$ cat src/rtl/instr_fetch_if.sv
// Fetch-stage bus bundle: the RAM read port plus the decode-side valid/ready
// handshake and the branch redirect request.
// The master side is the fetch stage; the slave side is the RAM/decode/branch
// environment around it.
interface instr_fetch_if #(
  parameter int data_width = 32,
  parameter int addr_width = 4
);

  // RAM read port
  logic [addr_width-1:0] mem_addr;
  logic [data_width-1:0] mem_data;

  // Branch redirect request
  logic                  redirect;
  logic [addr_width-1:0] redirect_pc;

  // Decode handshake
  logic                  instr_valid;
  logic                  instr_ready;
  logic [data_width-1:0] instr;
  logic [addr_width-1:0] instr_pc;

  modport master (
    output mem_addr,
    input  mem_data,
    input  redirect,
    input  redirect_pc,
    output instr_valid,
    input  instr_ready,
    output instr,
    output instr_pc
  );

  modport slave (
    input  mem_addr,
    output mem_data,
    output redirect,
    output redirect_pc,
    input  instr_valid,
    output instr_ready,
    input  instr,
    input  instr_pc
  );

endinterface

$ cat src/rtl/instr_fetch.sv
// Instruction fetch stage.
// Holds the program counter and drives it straight onto the RAM read address.
// The RAM answers one cycle later, so every issued read is tracked as
// "in flight" for one cycle and then lands in a 2-entry return buffer.
// Decode pops the head of that buffer through a valid/ready handshake.
// A read is only issued when the buffer is guaranteed to have room for it.
// A redirect flushes the buffer and the in-flight read and restarts fetch.
module instr_fetch #(
  parameter int                    data_width = 32,
  parameter int                    addr_width = 4,
  parameter logic [addr_width-1:0] reset_pc   = '0
) (
  input  logic          clk,
  input  logic          reset,
  instr_fetch_if.master bus
);

  // Program counter and the read issued in the previous cycle
  logic [addr_width-1:0] pc;
  logic                  inflight_valid;
  logic [addr_width-1:0] inflight_pc;

  // Return buffer: slot 0 is always the head, slot 1 the entry behind it
  logic [data_width-1:0] slot_instr [2];
  logic [addr_width-1:0] slot_pc    [2];
  logic [1:0]            count;

  // Per-cycle control
  logic       pop;
  logic       push;
  logic       issue;
  logic [2:0] credit_used;

  // Handshake and credit decisions.
  // The credit counts buffered words plus the word already in flight, minus
  // the head leaving this cycle. Counting the same-cycle pop is what lets a
  // new read issue every cycle while decode keeps up. A redirect suppresses
  // both the issue and the push of the returning word.
  always_comb begin
    pop         = (count != 2'd0) && bus.instr_ready;
    push        = inflight_valid && !bus.redirect;
    credit_used = {1'b0, count} + {2'b00, inflight_valid} - {2'b00, pop};
    issue       = !bus.redirect && (credit_used < 3'd2);
  end

  // Program counter and in-flight tracking; redirect restarts fetch at the
  // branch target and drops the read that is currently in flight.
  always_ff @(posedge clk) begin
    if (reset) begin
      pc             <= reset_pc;
      inflight_valid <= 1'b0;
      inflight_pc    <= '0;
    end else if (bus.redirect) begin
      pc             <= bus.redirect_pc;
      inflight_valid <= 1'b0;
    end else if (issue) begin
      pc             <= pc + addr_width'(1);
      inflight_valid <= 1'b1;
      inflight_pc    <= pc;
    end else begin
      inflight_valid <= 1'b0;
    end
  end

  // Return buffer: append the returning word, advance the head on a pop.
  // When both happen with one entry held, the new word becomes the head;
  // with two held, slot 1 moves up and the new word takes its place.
  // A redirect empties the buffer; a same-cycle pop has already handed the
  // head to decode, so nothing else needs undoing.
  always_ff @(posedge clk) begin
    if (reset) begin
      count         <= 2'd0;
      slot_instr[0] <= '0;
      slot_instr[1] <= '0;
      slot_pc[0]    <= '0;
      slot_pc[1]    <= '0;
    end else if (bus.redirect) begin
      count <= 2'd0;
    end else begin
      unique case ({push, pop})
        2'b10: begin
          slot_instr[count[0]] <= bus.mem_data;
          slot_pc[count[0]]    <= inflight_pc;
          count                <= count + 2'd1;
        end
        2'b01: begin
          slot_instr[0] <= slot_instr[1];
          slot_pc[0]    <= slot_pc[1];
          count         <= count - 2'd1;
        end
        2'b11: begin
          if (count == 2'd1) begin
            slot_instr[0] <= bus.mem_data;
            slot_pc[0]    <= inflight_pc;
          end else begin
            slot_instr[0] <= slot_instr[1];
            slot_pc[0]    <= slot_pc[1];
            slot_instr[1] <= bus.mem_data;
            slot_pc[1]    <= inflight_pc;
          end
        end
        default: begin
        end
      endcase
    end
  end

  // All outputs come straight from registers; mem_data only reaches them
  // through the buffer.
  assign bus.mem_addr    = pc;
  assign bus.instr_valid = (count != 2'd0);
  assign bus.instr       = slot_instr[0];
  assign bus.instr_pc    = slot_pc[0];

endmodule
$ cat src/flat_wrapper.sv
// flat-port wrapper written by rule: the top's interface ports become plain ports
module instr_fetch_flat 
#(
  parameter int                    data_width = 32,
  parameter int                    addr_width = 4,
  parameter logic [addr_width-1:0] reset_pc   = '0
)
  (clk, reset, bus_mem_addr, bus_mem_data, bus_redirect, bus_redirect_pc, bus_instr_valid, bus_instr_ready, bus_instr, bus_instr_pc);
  instr_fetch_if #(.data_width(data_width), .addr_width(addr_width)) bus_i ();
  input  logic clk;
  input  logic reset;
  output wire logic [$bits(bus_i.mem_addr)-1:0] bus_mem_addr;
  input wire logic [$bits(bus_i.mem_data)-1:0] bus_mem_data;
  input wire logic [$bits(bus_i.redirect)-1:0] bus_redirect;
  input wire logic [$bits(bus_i.redirect_pc)-1:0] bus_redirect_pc;
  output wire logic [$bits(bus_i.instr_valid)-1:0] bus_instr_valid;
  input wire logic [$bits(bus_i.instr_ready)-1:0] bus_instr_ready;
  output wire logic [$bits(bus_i.instr)-1:0] bus_instr;
  output wire logic [$bits(bus_i.instr_pc)-1:0] bus_instr_pc;
  assign bus_mem_addr = bus_i.mem_addr;
  assign bus_i.mem_data = bus_mem_data;
  assign bus_i.redirect = bus_redirect;
  assign bus_i.redirect_pc = bus_redirect_pc;
  assign bus_instr_valid = bus_i.instr_valid;
  assign bus_i.instr_ready = bus_instr_ready;
  assign bus_instr = bus_i.instr;
  assign bus_instr_pc = bus_i.instr_pc;
  instr_fetch #(.data_width(data_width), .addr_width(addr_width), .reset_pc(reset_pc)) u_core (.clk(clk), .reset(reset), .bus(bus_i));
endmodule
$ cat config.mk
export PLATFORM = sky130hd
export DESIGN_NAME = instr_fetch_flat
export DESIGN_NICKNAME = d
export VERILOG_FILES = /design/src/rtl/instr_fetch_if.sv /design/src/rtl/instr_fetch.sv /design/src/flat_wrapper.sv
export SDC_FILE = /design/constraint.sdc
export NUM_CORES = 1
export LEC_CHECK = 0
export BUFFER_PORTS_ARGS = -buffer_cell sky130_fd_sc_hd__buf_4
export CAP_MARGIN = 20
export CORE_MARGIN = 2
export CORE_UTILIZATION = 55
export CTS_CLUSTER_SIZE = 28
export DETAILED_ROUTE_END_ITERATION = 6
export PLACE_DENSITY = 0.79
export SLEW_MARGIN = 30
export SYNTH_ARGS = -nofsm -noshare
export SYNTH_HDL_FRONTEND = slang
export SYNTH_SLANG_ARGS = --single-unit
$ cat constraint.sdc
create_clock -name clk -period 9.6 [get_ports clk]
set_clock_uncertainty 0.1 [all_clocks]
set_input_delay 1.44 -clock clk [delete_from_list [all_inputs] [get_ports clk]]
set_output_delay 1.44 -clock clk [all_outputs]
set_load 0.02 [all_outputs]
# Word level (Yosys, flattened, before mapping)
# Memory sizes are Yosys's and may differ from the RTL's.
# Cells that the tools add are included.
[word_totals] regBits=11 inputBits=40 ram_bits=72 rom_bits=0 memories=2 word_cells=74 out_inout_bits=41 latchBits=0
[memory_table] memory="u_core.slot_instr" words=2 word_bits=32 read_ports=2 rd_ports_with_merged_regs=0 write_ports=2 line_no="instr_fetch.sv:24" source="logic [data_width-1:0] slot_instr [2];"
[memory_table] memory="u_core.slot_pc" words=2 word_bits=4 read_ports=2 rd_ports_with_merged_regs=0 write_ports=2 line_no="instr_fetch.sv:25" source="logic [addr_width-1:0] slot_pc [2];"
[op_classes] bitwise_logic=9 shift=0 add_sub_neg=5 div=0 order_cmp=1 reduce_logical=11 eq_ne=4 n_mul=0 n_mux=38
[op_table] cell="2-to-1 mux 32 bit" n=5
[op_table] cell="OR reduction 32 bit" n=1
[op_table] cell="2-to-1 mux 4 bit" n=7
[op_table] cell="2-to-1 mux 1 bit" n=25
[op_table] cell="bitwise OR 1 bit" n=8
[op_table] cell="nonzero test 2 bit" n=3
[op_table] cell="adder 4 x 1 -> 4 bit (second input constant)" n=1
[op_table] cell="equality test 2 x 1 -> 1 bit (second input constant)" n=2
[op_table] cell="equality test 2 bit (second input constant)" n=2
[op_table] cell="case mux 2 bit (2 select lines)" n=1
[op_table] cell="OR reduction 4 bit" n=1
[op_table] cell="adder 2 x 1 -> 3 bit" n=1
[op_table] cell="logical AND 1 bit" n=3
[op_table] cell="less-than comparator 3 x 2 -> 1 bit (second input constant)" n=1
[op_table] cell="subtractor 3 x 1 -> 3 bit" n=1
[op_table] cell="adder 2 x 1 -> 2 bit (second input constant)" n=1
[op_table] cell="AND reduction 2 bit" n=1
[op_table] cell="OR reduction 2 bit" n=1
[op_table] cell="subtractor 2 x 1 -> 2 bit (second input constant)" n=1
[op_table] cell="zero test 1 bit" n=1
[op_table] cell="inverter 1 bit" n=1

# Depth between registers and ports, before layout
# Gate-level depths: netlist of the first run.
[depth] depth_word=11 depth_mapped=10 mapped_depth_nobuf=9

# Worst setup path before layout of the first run
# Ideal clock, no wire load.
[synth_path] kind="input to register" startpoint="in bus_instr_ready" endpoint="mem u_core.slot_instr[0][0] (enable)" path_buffers=2 setup_time_ps=479 cell_stages=7 t_required_ps=9021 setup_slack_ps=4027 t_arrival_ps=4994 path_cell_list="nand2b_1 > inv_1 > ha_1 > buf_1 > clkbuf_1 > a21oi_1 > o21ai_0"
[synth_lines] item="start: declaration" line_no="flat_wrapper.sv:17" source="input wire logic [$bits(bus_i.instr_ready)-1:0] bus_instr_ready;"
[synth_lines] item="end: declaration" line_no="instr_fetch.sv:24"

==> results of run 1 <==
==> synthesized netlist by cell type, drive strengths merged (2+ instances only) <==
master	count
buf	14
o31ai	5
a21oi	5
nand4	5
a311oi	3
dfxtp	11
nand2	2
edfxtp	72
nor2	8
a31oi	2
xor2	3
ha	5
and2	38
mux2i	36
clkbuf	9
o211ai	36
inv	45
nor4b	3
o21ai	6
==> through the flow <==
stage	utilization, %	std cells
5_1_grt	69.3	497
6_report	69.3	497
4_1_cts	69.3	497
2_1_floorplan	-	321
3_3_place_gp	65.2	480
3_5_place_dp	65.6	481
==> worst max-delay path: stages <==
cell     delay [ns]
buf_4          0.19
nor2b_1        0.09
inv_1          0.12
ha_2           0.71
a21oi_1        0.15
o21ai_4        0.54
buf_16         0.24
==> placed cells by master (no fill, tap or decap), types with 2 or more instances in the layout <==
| master | instances |
|---|---|
| a21oi_1 | 5 |
| a311oi_1 | 3 |
| and2_1 | 38 |
| buf_4 | 83 |
| bufinv_16 | 4 |
| clkbuf_8 | 9 |
| dfxtp_1 | 11 |
| edfxtp_1 | 72 |
| ha_1 | 4 |
| inv_1 | 45 |
| mux2i_1 | 36 |
| nand2_1 | 2 |
| nand4_1 | 5 |
| nor2_1 | 7 |
| nor4b_1 | 3 |
| o211ai_1 | 36 |
| o21ai_0 | 5 |
| o31ai_1 | 4 |
| xor2_1 | 3 |
==> cell families (layout without fill, tap and decap cells) <==
kind of cell | Yosys count | count (layout) | synth area share, %
AOI/OAI and AO/OA | 60 | 60 | 10.9
xor gates and xnor gates | 4 | 4 | 0.876
adders and majority gates | 6 | 6 | 2.06
buffers and inverters | 68 | 145 | 7.82
DFF | 83 | 83 | 59.5
muxes | 36 | 36 | 9.01
and+or+nand+nor | 64 | 64 | 9.82
==> flip-flops by register name (all words and copies together), names as in the netlist <==
signal	cells
u_core.slot_instr	64
u_core.slot_pc	8
u_core.bus.mem_addr	4
u_core.inflight_pc	4
u_core.count	2
u_core.inflight_valid	1
==> per-layer routing <==
metal | vias up | part of all wire, % | GRT usage, %
li1 | 1293 | - | -
met2 | 72 | 51 | 31.9
met5 | - | 0 | 0
met3 | 8 | 4.9 | 4.99
met1 | 1299 | 43 | 25.7
met4 | 0 | 1.1 | 6.92
==> layout make-up <==
type                    count  area, um^2  area share, %
clock buffers              10         128           2.58
clock inverters             6         136           2.76
inverters                  45         169           3.42
multi-input cells         170        1350           27.4
flip-flops and latches     83        2380           48.2
well taps                  99         124           2.51
repair buffers             84         651           13.2
==> where the power goes <==
part / switching (mW) / leakage (nW) / internal, mW / total (mW)
logic: 0.0549 / 1.30 / 0.0396 / 0.0944
registers: 0.00858 / 0.837 / 0.411 / 0.420
clock network: 0.127 / 0.132 / 0.201 / 0.327
==> worst paths after layout <==
path | cells past startpoint | endpoint | start
worst max register to register | 8 | u_core.slot_instr[0][19] | u_core.count[0]
worst max-delay path | 7 | u_core.slot_instr[0][19] | bus_redirect
worst min register to register | 2 | u_core.inflight_pc[1] | u_core.inflight_pc[1]
worst min-delay path | 2 | u_core.inflight_pc[1] | u_core.inflight_pc[1]
==> flow_summary_export.csv, run 1 <==
group,metric,value,unit
cts,clkTransAtPathRegs,0.08,ns
sta,whs,0.389,ns
placement,io_buffers,80,
worst_setup_path,critPathRequiredTime,9.56,ns
pwr,p_leak,2.27,nW
sta,rsz0062_at_grt,"no",
routing,num_vias,2672,
synth,synth_top_area_share,54.0,%
pwr,p_per_area,170,nW/um^2
sta,timing.fmax,0.281,GHz
routing,wire_per_inst,15.1,um
final_layout,finalNetCount,439,
cts,cts_buffers,9,
final_layout,syn_to_final_growth,23.5,%
synth,yosys.area.top_type,"edfxtp_1",
run,maxCapViolations,0,
sta,finalSetupTns,0,ns
cts,clockRootBuffer,"clkbuf_8",
pwr,total_power,841,uW
grt,grt-ovfl-total,0,
routing,dr.pass1.iters,6,
sta,final.min_clock_period,3.56,ns
die,start_util,56.1,%
placement,dp_hpwl,4.91,mm
worst_setup_path,endpoint_kind,"flip-flop",
sta,final.setup.worst_slack,6.04,ns
cts,cts_sinks,83,
synth,yosysWarnings,0,
sta,setup_violations,0,
grt,grt_pass1_vias,2471,
placement,dpl-instance-area,4680,um^2
cts,clock_path_buffers,2,
die,dieHeight,89.3,um
final_layout,postLayoutCellArea,4940,um^2
sta,hold_viol,0,
cts,post_cts_buffers,0,
synth,yosysSeqAreaShare,59.5,%
final_layout,nFillCells,559,
sta,worst_pin_slew,0.860,ns
cts,clk-insertion-delay-late,0.35,ns
synth,yosys.cell_types.count,37,
synth,async_flop_share,0,%
routing,routed_wl,7.51,mm
synth,synthCells,321,
worst_setup_path,crit_fanout,39,
pwr,ir_drop,88.1,uV
sta,slew_viol_final,0,
synth,syn_avg_cell_area,12.5,um^2
cts,htreeDepth,3,
placement,place.gp.congestion,0.876,
synth,syn-num-nets,367,
worst_hold_path,hp-class,"reg -> reg",
cts,cts_tree,"built",
die,dieWidth,89.3,um
routing,via_per_inst,5.38,
routing,route.detailed.drc,0,
sta,slew_headroom,42.5,%
die,rows,31,
die,ioPinCount,81,
synth,ys_top_cells_by_area,"edfxtp_1, mux2i_1, o211ai_1, and2_1, dfxtp_1",
grt,grt_usage,19.6,%
final_layout,diodes,0,
routing,drtIter0Drc,149,
synth,netlist_area,4000,um^2
cts,hold_buffers,0,
synth,synthFlopType,"edfxtp_1",
routing,ant_nets,0,
final_layout,drive_above_1_share,26.4,%
sta,period_share,37.1,%
worst_setup_path,rrSetupSlack,6.41,ns
synth,synth_edf_count,72,
die,dieArea,7970,um^2
cts,cts.repair.resized,0,
grt,antenna_found_initial,0,
grt,grt_pass1_wl,11.7,mm
die,core_area,7140,um^2
synth,synth-seq-cells,83,
grt,grt_start_max_net_pins,40,
worst_setup_path,critical_path_class,"in -> reg",
worst_setup_path,startpoint_type,"input pin",
outcome,status,"completed",
placement,place_ws,5.67,ns
worst_setup_path,cp_data_arrival_time,3.52,ns
Power figures use the tool's default switching activity.
==> run 2: changes to the inputs <==
Clock period 9.6 ns to 3.4 ns, I/O delays scaled along.
==> run 2 against run 1 <==
Effect of this change: routed wire length is 1.2% higher; via count is 0.30% lower; worst setup slack worse by 5.8 ns; clock power grew to 2.5 times the previous value; sequential share of layout area is 0.11 points higher; critical path type is now reg -> reg; cell area is 0.23% lower; die area stayed put; sequential cell count stayed put; combinational power grew to 2.8 times the previous value; largest cell class unchanged; final cell count is 0.40% higher.
==> flow_summary_export.csv, run 2 (same netlist as run 1, synthesis figures left out) <==
group,metric,value,unit
final_layout,reg.largest.list,"u_core.slot_instr x64, u_core.slot_pc x8",
grt,grt_pass1_vias,2488,
sta,hold_viol,0,
cts,cts_buffers,9,
final_layout,final_common_cell,"buf_4",
worst_setup_path,critPathSlowestCell,"fa_1",
final_layout,largest_reg_flops,64,
placement,io_buffers,80,
sta,setup_violations,0,
die,rows,31,
sta,rsz0062_at_grt,"no",
sta,final.min_clock_period,3.11,ns
worst_setup_path,critical_path_class,"reg -> reg",
pwr,power.internal,1.76,mW
grt,grt_usage,19.7,%
routing,route.detailed.drc,0,
pwr,swShare,22.9,%
routing,num_vias,2664,
pwr,pwr-share-clk,36.3,%
final_layout,regMostFlops,"u_core.slot_instr",
worst_setup_path,path_buf_inv,2,
pwr,switching_power,522,uW
sta,worst_pin_slew,0.763,ns
final_layout,final_cell_mix,"buf_4, edfxtp_1, inv_1",
worst_setup_path,crit-reg2reg-launch,"u_core.count[0]",
cts,clock_path_buffers,2,
sta,slew_headroom,49.2,%
grt,grt_start_max_net_pins,37,
routing,routed_wl,7.60,mm
worst_setup_path,crit_family,"adder cells",
sta,period_share,91.5,%
placement,place.gp.congestion,0.881,
run,maxCapViolations,0,
worst_setup_path,crit_path_frequent_cell,"inv_1",
worst_setup_path,critPathRequiredTime,3.56,ns
worst_setup_path,path_cells,"inv_1 -> ha_1 -> nand2b_1 -> nor2_1 -> o21ai_0 -> fa_1 -> inv_1 -> or3_1 -> a311oi_1",
cts,hold_buffers,0,
routing,drtIter0Drc,138,
die,dieArea,7970,um^2
outcome,status,"completed",
die,core_area,7140,um^2
worst_setup_path,crit_fanout,9,
routing,wire_per_inst,15.2,um
worst_setup_path,endpoint_kind,"flip-flop",
sta,finalSetupTns,0,ns
grt,grt_pass1_wl,11.8,mm
final_layout,syn_to_final_growth,23.3,%
final_layout,finalNetCount,442,
cts,cts_tree,"built",
sta,timing.fmax,0.322,GHz
worst_setup_path,startpoint_type,"flip-flop",
worst_setup_path,cp_data_arrival_time,3.27,ns
pwr,p_per_area,462,nW/um^2
pwr,total_power,2.28,mW
worst_hold_path,hold_start,"bus_redirect_pc[2]",
cts,clkTransAtPathRegs,0.08,ns
worst_setup_path,cpPeakStageDelay,0.66,ns
final_layout,diodes,0,
cts,clk-insertion-delay-late,0.34,ns
die,dieWidth,89.3,um
cts,clockRootBuffer,"clkbuf_8",
pwr,ir_drop,291,uV
routing,dr.pass1.iters,4,
pwr,p_leak,2.27,nW
worst_setup_path,startpoint,"u_core.count[0]",
die,start_util,56.1,%
final_layout,drive_above_1_share,26.8,%
die,dieHeight,89.3,um
pwr,seqPwrFrac,52.0,%
routing,ant_nets,0,
cts,cts_sinks,83,
grt,antenna_found_initial,0,
pwr,p_comb_share,11.7,%
worst_hold_path,hp-class,"in -> reg",
placement,dp_hpwl,5.09,mm
routing,via_per_inst,5.34,
grt,grt-ovfl-total,0,
die,ioPinCount,81,
cts,htreeDepth,3,
sta,slew_viol_final,0,
## run 2: per-layer routing
layer	share of wire [%]	wire length, um	vias up	global-route usage [%]
met3	4.4	338	10	3.60
met2	51	3900	65	32.5
met5	0	0	-	0
met1	43	3250	1282	26.0
met4	1.4	110	0	8.01
li1	-	-	1307	-
## run 2: what timing repair did
action                     4_1_cts  5_1_grt
setup endpoints to repair        0        2
gates resized for setup          0        1
setup buffers                    0        0
## run 2: layout make-up
class	instances	area, um^2
multi-input combinational	170	1360
timing repair buffer	87	666
clock inverter	5	103
sequential	83	2380
inverter	45	169
tap	99	124
fill	543	2200
clock buffer	10	128
## run 2: stage by stage
step | instance area (um^2) | hold slack [ns] | setup WS [ns] | utilization [%] | instances
after detailed placement | 4690 | 0.378 | 0.225 | 65.8 | 484
after global routing | 4930 | 0.339 | 0.0604 | 69.1 | 499
after floorplan | 4010 | 0.357 | 0.104 | - | 321
after CTS | 4920 | 0.329 | 0.225 | 69.0 | 499
final | 4930 | 0.343 | 0.290 | 69.1 | 499
after global placement | 4690 | 0.372 | 0.507 | 65.8 | 484
## run 2: power by group through the flow
stage	logic, mW	clock network, mW	registers, mW
6_report	0.267	0.826	1.19
5_1_grt	0.289	0.869	1.19
4_1_cts	0.268	0.840	1.19
3_5_place_dp	0.268	0	1.21
3_3_place_gp	0.261	0	1.21
2_1_floorplan	0.108	0	1.25
## run 2: tightest hold or removal path, delay by kind of cell
kind,cells,cell delay [ns]
AO/OA/AOI/OAI,1,0.07
buffers and inverters,2,0.15
## run 2: path summary, 6_finish.rpt
path                            slack [ns]  cells past startpoint                endpoint
worst max-delay path                  0.29                      9  u_core.bus.mem_addr[0]
worst min-delay path                  0.34                      3  u_core.bus.mem_addr[2]
worst max register to register        0.29                      9  u_core.bus.mem_addr[0]
worst min register to register        0.38                      2   u_core.inflight_pc[3]
==> run 3: changes to the inputs <==
Settings changed: PLACE_DENSITY 0.79 to 0.87.
==> run 3 against run 2 <==
Effect of this change: count of clock-buffer cells in the layout is the same; sequential power hardly changed; register-to-register slack about the same; sequential share of layout area is 0.55 points higher; global-route usage increased by 2.0 points; critical path depth did not move; utilization down 0.77 points; clock power decreased by 18%; hold slack improved by 0.00087 ns; non-clock buffer count grew 1; fmax up 0.25%.
==> flow_summary_export.csv, run 3 (same netlist as run 1, synthesis figures left out) <==
group,metric,value,unit
worst_setup_path,endpoint_kind,"flip-flop",
routing,via_per_inst,5.44,
final_layout,diodes,0,
final_layout,drive_above_1_share,26.7,%
worst_setup_path,critPathRequiredTime,3.55,ns
grt,grt_start_max_net_pins,37,
die,core_area,7140,um^2
die,rows,31,
grt,grt_pass1_vias,2722,
run,maxCapViolations,0,
worst_setup_path,path_buf_inv,2,
grt,antenna_found_initial,0,
final_layout,finalNetCount,443,
cts,clockRootBuffer,"clkbuf_8",
final_layout,syn_to_final_growth,21.9,%
worst_setup_path,rrSetupSlack,0.30,ns
final_layout,final_cell_mix,"buf_4, edfxtp_1, inv_1",
final_layout,fin_cells,500,
die,dieArea,7970,um^2
die,dieWidth,89.3,um
sta,setup_violations,0,
final_layout,utilization,68.3,%
routing,dr.pass1.iters,4,
worst_setup_path,cp_data_arrival_time,3.25,ns
routing,routed_wl,8.13,mm
cts,cts_sinks,83,
placement,place.gp.congestion,0.883,
sta,timing.fmax,0.322,GHz
sta,finalSetupTns,0,ns
worst_setup_path,startpoint,"u_core.count[1]",
cts,clk-insertion-delay-late,0.35,ns
final_layout,final_common_cell,"buf_4",
cts,cts_buffers,9,
worst_hold_path,hp-class,"in -> reg",
placement,io_buffers,80,
die,ioPinCount,81,
cts,post_cts_buffers,0,
grt,grt-ovfl-total,0,
cts,clkTransAtPathRegs,0.08,ns
placement,dp_hpwl,5.36,mm
sta,final.min_clock_period,3.10,ns
worst_setup_path,cpPeakStageDelay,0.67,ns
pwr,p_per_area,437,nW/um^2
cts,htreeDepth,3,
cts,clock_path_buffers,2,
die,dieHeight,89.3,um
worst_setup_path,crit_family,"adder cells",
worst_hold_path,hold_start,"reset",
die,start_util,56.1,%
pwr,ir_drop,237,uV
final_layout,reg.largest.list,"u_core.slot_instr x64, u_core.slot_pc x8",
sta,final.setup.worst_slack,0.298,ns
sta,worst_pin_slew,0.569,ns
placement,dp_cells,485,
pwr,p_leak,2.24,nW
routing,num_vias,2721,
final_layout,regMostFlops,"u_core.slot_instr",
sta,slew_headroom,61.6,%
worst_setup_path,crit-reg2reg-launch,"u_core.count[1]",
grt,grt_usage,21.7,%
sta,hold_viol,0,
worst_setup_path,startpoint_type,"flip-flop",
sta,period_share,91.2,%
sta,slew_viol_final,0,
routing,ant_nets,0,
routing,drtIter0Drc,153,
grt,grt_pass1_wl,12.9,mm
worst_setup_path,critical_path_class,"reg -> reg",
sta,rsz0062_at_grt,"no",
outcome,status,"completed",
worst_setup_path,critPathSlowestCell,"fa_1",
pwr,total_power,2.13,mW
worst_setup_path,path_cells,"inv_1 -> ha_1 -> nand2b_1 -> nor2_1 -> o21ai_0 -> fa_1 -> inv_1 -> or3_1 -> a311oi_1",
final_layout,largest_reg_flops,64,
worst_setup_path,crit_fanout,9,
routing,route.detailed.drc,0,
placement,place_ws,0.310,ns
worst_setup_path,crit_path_frequent_cell,"inv_1",
routing,wire_per_inst,16.3,um
cts,cts_tree,"built",
## run 3: cell type report
| cell class | count | area [um^2] |
|---|---|---|
| fill | 535 | 2260 |
| tap | 99 | 124 |
| inverter | 45 | 169 |
| clock buffer | 10 | 128 |
| sequential | 83 | 2380 |
| multi-input combinational | 170 | 1360 |
| timing repair buffer | 88 | 661 |
| clock inverter | 5 | 55.1 |
## run 3: metal layers
layer	up-vias	share of wire, %	track usage [%]
met4	0	2.4	10.4
met2	98	52	36.2
met5	-	0	0
met3	18	5.1	3.88
met1	1300	41	27.6
li1	1305	-	-
## run 3: worst paths after layout
check | endpoint | cells after the start
min reg2reg | u_core.inflight_pc[2] | 2
min | u_core.inflight_pc[0] | 2
max reg2reg | u_core.bus.mem_addr[0] | 9
max | u_core.bus.mem_addr[0] | 9
## run 3: worst register-to-register path, stage by stage, from the launching register on
cell and delay, ns:
dfxtp_1 0.47, inv_1 0.12, ha_1 0.23, nand2b_1 0.25, nor2_1 0.20, o21ai_0 0.14, fa_1 0.67, inv_1 0.19
or3_1 0.38, a311oi_1 0.27
## run 3: power breakdown
group / switching (mW) / internal, mW / total, mW
combinational: 0.158 / 0.112 / 0.270
clock: 0.342 / 0.333 / 0.675
sequential: 0.0263 / 1.16 / 1.19
total: 0.526 / 1.61 / 2.13
## run 3: through the flow
step           hold WS (ns)  cell area [um^2]
2_1_floorplan         0.357              4010
3_3_place_gp          0.374              4690
3_5_place_dp          0.379              4690
4_1_cts               0.333              4870
5_1_grt               0.336              4880
6_report              0.344              4880
## run 3: what timing repair did
action                                  CTS  global route
endpoints found under the hold margin     0             0
hold buffers                              0             0
endpoints found under the setup margin    0             1
gates resized for setup                   0             1
